File: config.mk
export PLATFORM = sky130hd
export DESIGN_NAME = core_mem_arbiter
export DESIGN_NICKNAME = d
export VERILOG_FILES = /design/src/rtl/core_pkg.sv /design/src/rtl/core_mem_arb_prio.sv /design/src/rtl/core_mem_arbiter.sv
export SDC_FILE = /design/constraint.sdc
export NUM_CORES = 1
export LEC_CHECK = 0
export CORE_MARGIN = 5
export CORE_UTILIZATION = 34
export DETAILED_ROUTE_END_ITERATION = 6
export PLACE_DENSITY = 0.8
export SLEW_MARGIN = 20
export SYNTH_ARGS = -nofsm -noshare
export SYNTH_HDL_FRONTEND = slang
export SYNTH_SLANG_ARGS = --single-unit
File: constraint.sdc
create_clock -name clk -period 4.35 [get_ports clk]
set_input_delay 0.6525 -clock clk [delete_from_list [all_inputs] [get_ports clk]]
set_output_delay 0.6525 -clock clk [all_outputs]
set_load 0.05 [all_outputs]
File: src/rtl/core_pkg.sv
// Shared types for the core memory arbiter slice.
package core_pkg;

  typedef enum logic [1:0] {
    IDLE,
    BUSY_I,
    BUSY_D,
    DRAIN_I
  } mem_arb_state_e;

  typedef enum logic {
    GRANT_I,
    GRANT_D
  } mem_grant_e;

  localparam int unsigned CORE_ADDR_W = 32;
  localparam int unsigned CORE_DATA_W = 32;

  // Request fields as latched toward the memory port (default widths).
  typedef struct packed {
    logic [CORE_ADDR_W-1:0]   addr;
    logic                     wen;
    logic [CORE_DATA_W-1:0]   wdata;
    logic [CORE_DATA_W/8-1:0] wmask;
  } mem_req_t;

endpackage

File: src/rtl/core_mem_arb_prio.sv
// Grant decision for the memory arbiter: data has fixed priority, but fetch
// is forced through after MAX_DATA_STREAK consecutive contested data grants.
module core_mem_arb_prio
  import core_pkg::*;
#(
  parameter int unsigned MAX_DATA_STREAK = 4
) (
  input  logic       clk,
  input  logic       rst,
  input  logic       arb_en,
  input  logic       flush,
  input  logic       i_req_valid,
  input  logic       d_req_valid,
  output logic       grant_valid,
  output mem_grant_e grant
);

  localparam int unsigned SW = $clog2(MAX_DATA_STREAK + 1);

  logic [SW-1:0] streak_q;
  logic          fetch_forced;

  // Pick the winner for this cycle; fetch is never granted while flush is high.
  always_comb begin
    grant_valid  = 1'b0;
    grant        = GRANT_D;
    fetch_forced = (streak_q == SW'(MAX_DATA_STREAK));
    if (arb_en) begin
      if (i_req_valid && !flush && (!d_req_valid || fetch_forced)) begin
        grant_valid = 1'b1;
        grant       = GRANT_I;
      end else if (d_req_valid) begin
        grant_valid = 1'b1;
        grant       = GRANT_D;
      end
    end
  end

  // Count contested data grants; saturate at the limit, clear otherwise.
  always_ff @(posedge clk) begin
    if (rst) begin
      streak_q <= '0;
    end else if (grant_valid) begin
      if (grant == GRANT_I || !i_req_valid) begin
        streak_q <= '0;
      end else if (!fetch_forced) begin
        streak_q <= streak_q + 1'b1;
      end
    end
  end

endmodule

File: src/rtl/core_mem_arbiter.sv
// Shares the single memory request port between instruction fetch and data
// access, one outstanding transaction at a time, and drains flushed fetches.
module core_mem_arbiter
  import core_pkg::*;
#(
  parameter int unsigned ADDR_W          = 32,
  parameter int unsigned DATA_W          = 32,
  parameter int unsigned MAX_DATA_STREAK = 4
) (
  input  logic                clk,
  input  logic                rst,
  input  logic                flush,
  input  logic                i_req_valid,
  input  logic [ADDR_W-1:0]   i_req_addr,
  output logic                i_rsp_ready,
  output logic [DATA_W-1:0]   i_rsp_rdata,
  input  logic                d_req_valid,
  input  logic [ADDR_W-1:0]   d_req_addr,
  input  logic                d_req_wen,
  input  logic [DATA_W-1:0]   d_req_wdata,
  input  logic [DATA_W/8-1:0] d_req_wmask,
  output logic                d_rsp_ready,
  output logic [DATA_W-1:0]   d_rsp_rdata,
  output logic                m_req_valid,
  output logic [ADDR_W-1:0]   m_req_addr,
  output logic                m_req_wen,
  output logic [DATA_W-1:0]   m_req_wdata,
  output logic [DATA_W/8-1:0] m_req_wmask,
  input  logic                m_rsp_ready,
  input  logic [DATA_W-1:0]   m_rsp_rdata
);

  typedef struct packed {
    logic [ADDR_W-1:0]   addr;
    logic                wen;
    logic [DATA_W-1:0]   wdata;
    logic [DATA_W/8-1:0] wmask;
  } req_t;

  mem_arb_state_e state_q, state_d;
  req_t           req_q;
  logic           arb_en;
  logic           grant_valid;
  mem_grant_e     grant;

  core_mem_arb_prio #(
    .MAX_DATA_STREAK(MAX_DATA_STREAK)
  ) u_prio (
    .clk        (clk),
    .rst        (rst),
    .arb_en     (arb_en),
    .flush      (flush),
    .i_req_valid(i_req_valid),
    .d_req_valid(d_req_valid),
    .grant_valid(grant_valid),
    .grant      (grant)
  );

  // State register.
  always_ff @(posedge clk) begin
    if (rst) state_q <= IDLE;
    else     state_q <= state_d;
  end

  // Capture the winning request's fields; held for the whole transaction.
  always_ff @(posedge clk) begin
    if (rst) begin
      req_q <= '0;
    end else if (grant_valid) begin
      if (grant == GRANT_I) begin
        req_q.addr  <= i_req_addr;
        req_q.wen   <= 1'b0;
        req_q.wdata <= '0;
        req_q.wmask <= '0;
      end else begin
        req_q.addr  <= d_req_addr;
        req_q.wen   <= d_req_wen;
        req_q.wdata <= d_req_wdata;
        req_q.wmask <= d_req_wmask;
      end
    end
  end

  // Next state and response routing; a flush turns a live fetch into a drain
  // so its eventual response is swallowed rather than delivered.
  always_comb begin
    state_d     = state_q;
    arb_en      = 1'b0;
    m_req_valid = (state_q != IDLE);
    i_rsp_ready = 1'b0;
    d_rsp_ready = 1'b0;
    unique case (state_q)
      IDLE: begin
        arb_en = 1'b1;
        if (grant_valid) state_d = (grant == GRANT_I) ? BUSY_I : BUSY_D;
      end
      BUSY_I: begin
        if (m_rsp_ready) begin
          i_rsp_ready = !flush;
          state_d     = IDLE;
        end else if (flush) begin
          state_d = DRAIN_I;
        end
      end
      BUSY_D: begin
        if (m_rsp_ready) begin
          d_rsp_ready = 1'b1;
          state_d     = IDLE;
        end
      end
      DRAIN_I: begin
        if (m_rsp_ready) state_d = IDLE;
      end
      default: state_d = IDLE;
    endcase
  end

  assign m_req_addr  = req_q.addr;
  assign m_req_wen   = req_q.wen;
  assign m_req_wdata = req_q.wdata;
  assign m_req_wmask = req_q.wmask;
  assign i_rsp_rdata = m_rsp_rdata;
  assign d_rsp_rdata = m_rsp_rdata;

endmodule

==> summary.txt, run 1 <==
Synth
  • Post-synthesis register bit count: 74
  • Mapped Nets: approximately 520
  • Distinct cells, synth: 36
  • Synth Warn #: 0
  • Synth Cell Area: 0.00369 sq mm
  • Syn_area_per_cell: between 9 and 10 sq um
  • Cells after Synth: roughly 380
  • Sequential area share after synthesis: 40.1%

Layout
  • Post-route cell area: 0.00526 sq mm
  • Nets: 612
  • Layout overhead on the synthesized area: 42.3%
  • Fin cells: 616
  • Share of cells above drive strength 1: 11.1%
  • Fill count: 1,006
  • Area of the multi-input gates: 0.00140 sq mm
  • FF/Latch Area: around 0.0015 sq mm
  • Diode count: 0

Place
  • Placed inst area: ~0.0050 sq mm
  • Post-DP HPWL: 8870 um
  • Placer Congestion: 0.802
  • IO Port Bufs: 178
  • Placed Cells: 600

Power and ir drop
  • Pwr Total: 2.00 mW
  • P_leak: 1.89 nW
  • PD cells: 380 mW/mm^2
  • Peak supply drop: 0.000185 V

Route
  • Antenna violation net count after detailed routing: 0
  • Met1 wire length: ~4400 um
  • First-pass DRT Iterations: 4
  • Vias/cell: 5.60
  • Top layer used by detailed routing: met4
  • Wire length on met3: 1440 um
  • Routed len/inst: approximately 20 um
  • Metal2 WL: ~6300 um
  • Starting DRT DRC Count: 243
  • Via count: 3,452
  • DRT Wirelength: 12,400 um
  • # DRC: 0

Floorplan
  • Die Y: 114 um
  • Die Area: 0.0130 sq mm
  • I/O pins: 275
  • Initial Util: 34.4%
  • Core area: 0.0107 sq mm
  • Cell row count: 38
  • Die Width: around 110 um

Clock tree
  • Worst-skew pair later-pin latency: 340 ps
  • Post-CTS Setup Bufs: 0
  • Clock transition at path regs: 90 ps
  • Deepest clock path buffer count: 2
  • CTS sink count: 74
  • CTS resizes: 0
  • Hold-fix buffer count after cts: 0
  • H-tree levels: 3
  • Num CTS Buffers: 9
  • CTS tree: done
  • Root Driver: clkbuf_8

Worst setup path
  • Crit Path Max Fanout: 8
  • Crit path launch type: input pin
  • CP arrival: 2370 ps
  • Kind of critical path: in2out
  • Worst Path Required: 3700 ps
  • CP Capture Type: output port
  • Number of cells on the worst reg-to-reg path: 5

Timing
  • Slew headroom: 25.7%
  • F_max: 330 MHz
  • Hold violation count in the final report: 0
  • Tmin final: 3030 ps
  • Worst hold slack: 478 ps
  • RSZ-0062 raised after global routing: no
  • # setup viols final: 0
  • Period Utilization, post-route: 69.6%
  • Final Skew: 11.0 ps
  • Slew at the pin closest to its max-slew limit: 1120 ps
  • Final TNS setup: 0 ps
  • Max-slew violation count: 0

Worst hold path
  • Hold WC Path Type: reg2reg
  • WHS Path Cells: 2

GRT
  • Global-route wire length before repair: 18,800 um
  • Gr ovfl total: 0
  • Initial antenna violation count: 0
  • GRT Util Overall: 18.1%
  • Vias in the first global route: 3,486
  • Pin count of the biggest net entering global routing: 40

Job
  • Max-cap viol count: 0

Outcome
  • Status: finished clean
==> final cells by class <==
| class | instances | share of cell area [%] |
|---|---|---|
| Clock buffer | 12 | 3.14 |
| Clock inverter | 4 | 1.38 |
| Inverter | 39 | 2.78 |
| Multi-Input combinational cell | 164 | 26.6 |
| Sequential cell | 74 | 28.2 |
| Tap cell | 140 | 3.33 |
| Timing Repair Buffer | 183 | 34.6 |
==> flip-flops by register name (all words and copies together) (netlist names) <==
signal / cells
u_prio.streak_q: 3
m_req_wmask: 4
m_req_wdata: 32
state_q: 2
m_req_wen: 1
m_req_addr: 32
==> placed cells by master (no fill, tap or decap), drive strengths merged, types with 2 or more instances in the layout <==
master and count:
nor3 32, inv 39, buf 5, nand2b 2
and2 2, bufinv 2, a211oi 2, clkdlybuf4s50 178
o311ai 2, a32o 37, dfxtp 74, clkbuf 12
nand4 2, a2111oi 66, ha 2, a21oi 2
==> routing by layer <==
layer,vias up,global-route usage [%]
met4,0,6.25
met2,246,32.0
met1,1609,19.0
li1,1580,-
met5,-,0
met3,17,7.98
==> where the power goes <==
part / switching, mW / leakage [nW] / internal [mW]
Combinational: 0.366 / 1.16 / 0.235
Clock: 0.259 / 0.119 / 0.369
Sequential: 0.0337 / 0.610 / 0.738
Total: 0.659 / 1.89 / 1.34
==> per-stage QoR <==
| stage | utilization, % | worst slack, ps |
|---|---|---|
| 2_1_floorplan | - | 1510 |
| 3_3_place_gp | 46.7 | 1330 |
| 3_5_place_dp | 46.7 | 1320 |
| 4_1_cts | 48.9 | 1330 |
| 5_1_grt | 48.9 | 1220 |
| 6_report | 48.9 | 1320 |
==> Yosys cell counts <==
library cell / number / share of area, %
a2111oi_0: 65 / 15
a2111oi_4: 1 / 0.75
a211oi_1: 2 / 0.41
a21boi_2: 1 / 0.30
a21oi_1: 2 / 0.27
a221oi_1: 1 / 0.24
a32o_1: 14 / 3.8
a32o_2: 23 / 7.0
and2_1: 2 / 0.34
and3b_1: 1 / 0.24
and4_1: 1 / 0.24
buf_1: 1 / 0.10
buf_2: 14 / 1.9
buf_4: 64 / 13
buf_6: 4 / 1.2
clkbuf_1: 21 / 2.1
dfxtp_1: 74 / 40
ha_1: 2 / 0.68
inv_1: 37 / 3.8
inv_2: 2 / 0.20
mux2i_1: 1 / 0.27
nand2_1: 1 / 0.10
nand2b_1: 2 / 0.34
nand4_1: 2 / 0.34
nor2_2: 1 / 0.17
nor2b_1: 1 / 0.17
nor3_1: 32 / 4.3
nor4bb_1: 1 / 0.27
o211a_1: 1 / 0.27
o21ai_2: 1 / 0.24
o311ai_0: 1 / 0.24
o311ai_1: 1 / 0.24
o31ai_1: 1 / 0.20
o32a_1: 1 / 0.27
or2_1: 1 / 0.17
or4b_1: 1 / 0.27
==> worst max-delay path, cell delays in order <==
cell,delay (ps)
clkdlybuf4s50_1,550
nor4bb_1,320
clkdlybuf4s50_1,850
==> final timing paths <==
check / end / start / slack [ps]
setup / recovery: i_rsp_ready / flush / 1320
hold / removal: m_req_addr[11] / m_req_addr[11] / 480
setup reg to reg: m_req_addr[17] / u_prio.streak_q[0] / 1850
hold reg to reg: m_req_addr[11] / m_req_addr[11] / 480
==> kinds of logic after synthesis <==
family | after synthesis | share of synthesized area, %
fa+ha+maj | 2 | 0.677
mux | 1 | 0.271
compound gates | 115 | 29.6
buf+inv | 143 | 22.3
flops | 74 | 40.1
simple gates | 46 | 6.98
(Power assumes the default switching activity.)
==> inputs of run 2 (changes only) <==
- CORE_UTILIZATION: 34 -> 31
- PLACE_DENSITY: 0.8 -> 0.77
- clock period: 4.35 -> 2.65 ns (I/O delays scaled with it)
==> summary.txt, run 2 (same netlist as run 1, synthesis figures left out) <==
Floorplan
  • I/O pins: 275 (unchanged)
  • Die Y: 119 um (was 114 um)
  • Cell row count: 39 (was 38)
  • Core area: 0.0116 sq mm (was 0.0107 sq mm)
  • Initial Util: 31.9% (was 34.4%)
  • Die Width: 119 um (was 114 um)
  • Die Area: 0.0142 sq mm (was 0.0130 sq mm)

Clock tree
  • CTS resizes: 0 (unchanged)
  • Deepest clock path buffer count: 2 (unchanged)
  • Hold-fix buffer count after cts: 0 (unchanged)
  • Clock transition at path regs: 60 ps (was 90 ps)
  • H-tree levels: 3 (unchanged)
  • Root Driver: clkbuf_16 (was clkbuf_8)
  • Num CTS Buffers: 9 (unchanged)
  • CTS tree: done (unchanged)
  • Post-CTS Setup Bufs: 0 (unchanged)
  • Worst-skew pair later-pin latency: 330 ps (was 340 ps)
  • CTS sink count: 74 (unchanged)

Worst setup path
  • Crit path launch type: flop (was input pin)
  • Kind of critical path: reg2reg (was in2out)
  • CP Capture Type: flop (was output port)
  • R2R Path Start: u_prio.streak_q[0] (unchanged)
  • Crit Path Max Fanout: 20 (was 8)
  • CP arrival: 2510 ps (was 2370 ps)
  • Worst Path Required: 2840 ps (was 3700 ps)
  • CP startpoint: u_prio.streak_q[0] (was flush)

Route
  • Vias/cell: 5.39 (was 5.60)
  • Antenna violation net count after detailed routing: 0 (unchanged)
  • Starting DRT DRC Count: 159 (was 243)
  • First-pass DRT Iterations: 4 (unchanged)
  • DRT Wirelength: 12,400 um (about the same)
  • Via count: 3,396 (was 3,452)
  • Routed len/inst: 19.7 um (was 20.1 um)
  • # DRC: 0 (unchanged)

Timing
  • Worst hold slack: 470 ps (was 478 ps)
  • Slew headroom: 40.7% (was 25.7%)
  • Final setup margin: 331 ps (was 1320 ps)
  • F_max: 431 MHz
  • Slew at the pin closest to its max-slew limit: 887 ps (was 1120 ps)
  • Hold violation count in the final report: 0 (unchanged)
  • Final TNS setup: 0 ps (unchanged)
  • Max-slew violation count: 0 (unchanged)
  • Tmin final: 2320 ps
  • Period Utilization, post-route: 87.5%
  • # setup viols final: 0 (unchanged)
  • Final Skew: 6.53 ps (was 11.0 ps)
  • RSZ-0062 raised after global routing: no (unchanged)

Place
  • Post-DP HPWL: 9150 um (was 8870 um)
  • Dpl ws: 118 ps (was 1320 ps)
  • Placer Congestion: 0.792 (was 0.802)
  • IO Port Bufs: 178 (unchanged)

Layout
  • Layout overhead on the synthesized area: 46.9% (was 42.3%)
  • Share of cells above drive strength 1: 12.9% (was 11.1%)
  • Fill count: 1,100 (was 1,006)
  • Nets: 623 (was 612)
  • Most common cell after layout, fill and taps aside: clkdlybuf4s50_1 (unchanged)
  • Most frequent cells in the layout: clkdlybuf4s50_1, dfxtp_1, a2111oi_0, inv_1, nor3_1 (unchanged)
  • Diode count: 0 (unchanged)

Power and ir drop
  • Power Internal: 2.35 mW (was 1.34 mW)
  • Peak supply drop: 0.000325 V (was 0.000185 V)
  • Sequential power share: 36.3% (was 38.6%)
  • P_leak: 1.98 nW (was 1.89 nW)
  • Sw frac: 32.8% (was 32.9%)
  • PD cells: 644 mW/mm^2 (was 380 mW/mm^2)
  • Power share of the clock group: 35.2% (was 31.4%)
  • Pwr Total: 3.50 mW (was 2.00 mW)
  • Sw power: 1.15 mW (was 0.659 mW)
  • Comb pwr share: 28.5% (was 30.0%)

Worst hold path
  • HP Start: m_req_addr[12] (was m_req_addr[11])
  • Hold WC Path Type: reg2reg (unchanged)

GRT
  • Global-route wire length before repair: 19,300 um (was 18,800 um)
  • Initial antenna violation count: 0 (unchanged)
  • Gr ovfl total: 0 (unchanged)
  • Vias in the first global route: 3,573 (was 3,486)
  • Pin count of the biggest net entering global routing: 39 (was 40)
  • GRT Util Overall: 16.6% (was 18.1%)

Outcome
  • Status: finished clean (unchanged)

Job
  • Max-cap viol count: 0 (unchanged)
[run 2: changes by cell type in the layout (fill, tap and decap cells not counted), moves of 2 or more]
cell       delta
clkbuf_8     -12
buf_4        +11
clkbuf_16     +9
inv_6         +2
[run 2: layout make-up]
| cell class | count | area, sq um | area share (%) |
|---|---|---|---|
| timing repair buffer | 194 | 1910 | 35.2 |
| multi-input combinational | 164 | 1410 | 25.9 |
| tap | 143 | 179 | 3.30 |
| clock buffer | 9 | 225 | 4.15 |
| sequential | 74 | 1480 | 27.3 |
| clock inverter | 7 | 76.3 | 1.41 |
| inverter | 39 | 146 | 2.70 |
[run 2: metal layers]
metal,track usage (%),vias to the layer above,routed length [um]
met5,0,-,0
met4,5.00,0,229
met3,7.96,19,1420
met2,29.9,195,6250
met1,17.1,1585,4490
li1,-,1597,-
[run 2: through the flow]
| stage | area (sq um) | instances | util (%) |
|---|---|---|---|
| detailed placement | 5120 | 614 | 44.3 |
| finish | 5430 | 630 | 46.9 |
| CTS | 5430 | 630 | 46.9 |
| global placement | 5120 | 614 | 44.3 |
| floorplan | 3690 | 381 | - |
| global route | 5430 | 630 | 46.9 |
[run 2: path summary, 6_finish.rpt]
check                    to  slack (ps)  cells past startpoint
min          m_req_addr[12]         470                      2
max reg2reg  m_req_addr[18]         330                      6
min reg2reg  m_req_addr[12]         470                      2
max          m_req_addr[18]         330                      6
[run 2: critical path, cell delays in order (launching register included)]
cell and delay, ps:
dfxtp_1 330, inv_1 80, ha_1 260, and2_1 700, buf_4 310, a2111oi_0 110, a2111oi_0 390
[run 2: power by group through the flow]
| stage | Clock (mW) | Sequential, mW | Combinational [mW] |
|---|---|---|---|
| 2_1_floorplan | 0 | 1.61 | 0.502 |
| 3_3_place_gp | 0 | 1.29 | 0.989 |
| 3_5_place_dp | 0 | 1.29 | 1.00 |
| 4_1_cts | 1.27 | 1.27 | 1.01 |
| 5_1_grt | 1.32 | 1.28 | 1.05 |
| 6_report | 1.23 | 1.27 | 0.997 |
==> inputs of run 3 (changes only) <==
- ABC_AREA: not set -> 1
- CORE_UTILIZATION: 31 -> 32
- PLACE_DENSITY: 0.77 -> 0.78
==> summary.txt, run 3 <==
Route
  • Antenna violation net count after detailed routing: 0 (unchanged)
  • DRT Wirelength: 10,800 um (was 12,400 um)
  • Vias/cell: 4.54 (was 5.39)
  • Routed len/inst: 13.3 um (was 19.7 um)
  • Starting DRT DRC Count: 164 (was 159)
  • # DRC: 0 (unchanged)
  • First-pass DRT Iterations: 4 (unchanged)
  • Via count: 3,688 (was 3,396)

Power and ir drop
  • Comb pwr share: 34.7% (was 28.5%)
  • PD cells: 700 mW/mm^2 (was 644 mW/mm^2)
  • P_leak: 2.47 nW (was 1.98 nW)
  • Sw frac: 35.2% (was 32.8%)
  • Power share of the clock group: 31.1% (was 35.2%)
  • Peak supply drop: 0.000412 V (was 0.000325 V)
  • Sequential power share: 34.1% (was 36.3%)
  • Pwr Total: 3.86 mW (was 3.50 mW)
  • Sw power: 1.36 mW (was 1.15 mW)
  • Power Internal: 2.50 mW (was 2.35 mW)

Floorplan
  • Cell row count: 39 (unchanged)
  • I/O pins: 275 (unchanged)
  • Die Width: 119 um (about the same)
  • Die Area: 0.0142 sq mm (about the same)
  • Die Y: 119 um (about the same)
  • Initial Util: 32.9% (was 31.9%)
  • Core area: 0.0116 sq mm (unchanged)

Synth
  • Most common cell in the netlist: nand2_1 (was dfxtp_1)
  • Synth Cell Area: 0.00381 sq mm (was 0.00369 sq mm)
  • Distinct cells, synth: 21 (was 36)
  • Synth Warn #: 0 (unchanged)
  • Cells after Synth: 567 (was 381)
  • Dominant cell type by area after synthesis: dfxtp_1 (unchanged)
  • Number of synthesized flops with an enable pin: 0 (unchanged)
  • Async SR Flop Fraction: 0% (unchanged)
  • Post-synthesis register bit count: 74 (unchanged)
  • Main synth FF type: dfxtp_1 (unchanged)
  • Synth top area share: 38.9% (was 40.1%)
  • Mapped Nets: 708 (was 522)
  • Post-synth top cells: nand2_1, nor2_1, dfxtp_1, buf_4, inv_1 (was dfxtp_1, a2111oi_0, buf_4, inv_1, nor3_1)
  • Sequential area share after synthesis: 38.9% (was 40.1%)
  • Syn_area_per_cell: 6.72 sq um (was 9.69 sq um)
  • Synth area leaders: dfxtp_1, buf_4, nand2_1 (was dfxtp_1, a2111oi_0, buf_4)

Clock tree
  • Hold-fix buffer count after cts: 0 (unchanged)
  • Clock transition at path regs: 60 ps (about the same)
  • Post-CTS Setup Bufs: 0 (unchanged)
  • H-tree levels: 3 (unchanged)
  • Worst-skew pair later-pin latency: 330 ps (about the same)
  • CTS resizes: 0 (unchanged)
  • Root Driver: clkbuf_16 (unchanged)
  • CTS tree: done (unchanged)
  • Deepest clock path buffer count: 2 (unchanged)
  • Num CTS Buffers: 9 (unchanged)
  • CTS sink count: 74 (unchanged)

Layout
  • Area of the multi-input gates: 0.00151 sq mm (was 0.00141 sq mm)
  • Layout overhead on the synthesized area: 44.6% (was 46.9%)
  • Diode count: 0 (unchanged)
  • Fill count: 1,172 (was 1,100)
  • FF/Latch Area: 0.00148 sq mm (unchanged)
  • Share of cells above drive strength 1: 4.63% (was 12.9%)
  • Nets: 807 (was 623)
  • Most frequent cells in the layout: clkdlybuf4s50_1, nand2_1, nor2_1, dfxtp_1, inv_1 (was clkdlybuf4s50_1, dfxtp_1, a2111oi_0, inv_1, nor3_1)
  • Most common cell after layout, fill and taps aside: clkdlybuf4s50_1 (unchanged)
  • Fin cells: 813 (was 630)

Worst setup path
  • CP arrival: 1780 ps (was 2510 ps)
  • Kind of critical path: reg2out (was reg2reg)
  • CP Capture Type: output port (was flop)
  • Critical Path Max Stage Delay: 800 ps (was 700 ps)
  • Critical-path top delay cell: clkdlybuf4s50_1 (was and2_1)
  • Worst Path Required: 2250 ps (was 2840 ps)
  • Critical-path cell list: nor2_2, inv_1, clkdlybuf4s50_1 (was inv_1, ha_1, and2_1, buf_4, a2111oi_0, a2111oi_0)
  • Number of cells on the worst reg-to-reg path: 10 (was 6)
  • Crit Path Max Fanout: 7 (was 20)
  • Crit path launch type: flop (unchanged)

Worst hold path
  • Hold WC Path Type: reg2reg (unchanged)
  • WHS Path Cells: 2 (unchanged)

GRT
  • Gr ovfl total: 0 (unchanged)
  • Initial antenna violation count: 0 (unchanged)
  • Vias in the first global route: 3,399 (was 3,573)
  • Global-route wire length before repair: 17,000 um (was 19,300 um)
  • GRT Util Overall: 14.7% (was 16.6%)
  • Pin count of the biggest net entering global routing: 47 (was 39)

Timing
  • Final setup margin: 471 ps (was 331 ps)
  • Final Skew: 7.16 ps (was 6.53 ps)
  • Period Utilization, post-route: 82.2% (was 87.5%)
  • F_max: 459 MHz (was 431 MHz)
  • Final TNS setup: 0 ps (unchanged)
  • Tmin final: 2180 ps (was 2320 ps)
  • RSZ-0062 raised after global routing: no (unchanged)
  • Slew headroom: 57.9% (was 40.7%)
  • # setup viols final: 0 (unchanged)
  • Max-slew violation count: 0 (unchanged)
  • Hold violation count in the final report: 0 (unchanged)
  • Slew at the pin closest to its max-slew limit: 631 ps (was 887 ps)

Place
  • Post-DP HPWL: 7680 um (was 9150 um)
  • Dpl ws: 369 ps (was 118 ps)
  • IO Port Bufs: 178 (unchanged)
  • Placer Congestion: 0.785 (was 0.792)
  • Placed Cells: 798 (was 614)

Job
  • Max-cap viol count: 0 (unchanged)

Outcome
  • Status: finished clean (unchanged)
## run 3: worst paths after layout
path | slack (ps) | end | from
setup reg to reg | 940 | m_req_addr[21] | u_prio.streak_q[0]
hold reg to reg | 520 | u_prio.streak_q[1] | u_prio.streak_q[1]
hold / removal | 520 | u_prio.streak_q[1] | u_prio.streak_q[1]
setup / recovery | 470 | m_req_valid | state_q[0]
## run 3: stage by stage
stage | hold slack, ps | utilization (%) | area [sq um]
2_1_floorplan | 477 | - | 3810
3_3_place_gp | 504 | 45.1 | 5210
3_5_place_dp | 515 | 45.1 | 5210
4_1_cts | 530 | 47.6 | 5510
5_1_grt | 551 | 47.6 | 5510
6_report | 523 | 47.6 | 5510
## run 3: critical path, delay by kind of cell (launching register included)
kind,cells,cell delay (ps)
buf+inv,2,890
flops,1,480
simple gates,1,90
## run 3: layout make-up
class | instances | share of cell area, %
clock buffer | 10 | 4.34
clock inverter | 5 | 1.00
inverter | 46 | 3.14
multi-input combinational | 349 | 27.3
sequential | 74 | 26.9
tap | 143 | 3.25
timing repair buffer | 186 | 34.0
## run 3: logic make-up (layout without fill, tap and decap cells)
logic type | after synthesis | in the layout | synth area share (%)
adders and majority gates | 2 | 2 | 0.657
buffers and inverters | 144 | 247 | 21.7
DFF | 74 | 74 | 38.9
AOI/OAI and AO/OA | 78 | 78 | 10.3
and+or+nand+nor | 269 | 269 | 28.4
## run 3: layer usage
metal  global-route usage, %  routed length [um]
met1                    17.6                4640
met4                    6.95                 280
met3                    8.20                1460
met5                       0                   0
met2                    21.5                4400
## run 3: power by group through the flow
stage | Clock (mW) | Sequential [mW] | Combinational [mW]
5_1_grt | 1.30 | 1.33 | 1.44
6_report | 1.20 | 1.32 | 1.34
4_1_cts | 1.25 | 1.32 | 1.35
3_5_place_dp | 0 | 1.34 | 1.34
3_3_place_gp | 0 | 1.33 | 1.34
2_1_floorplan | 0 | 1.79 | 0.649
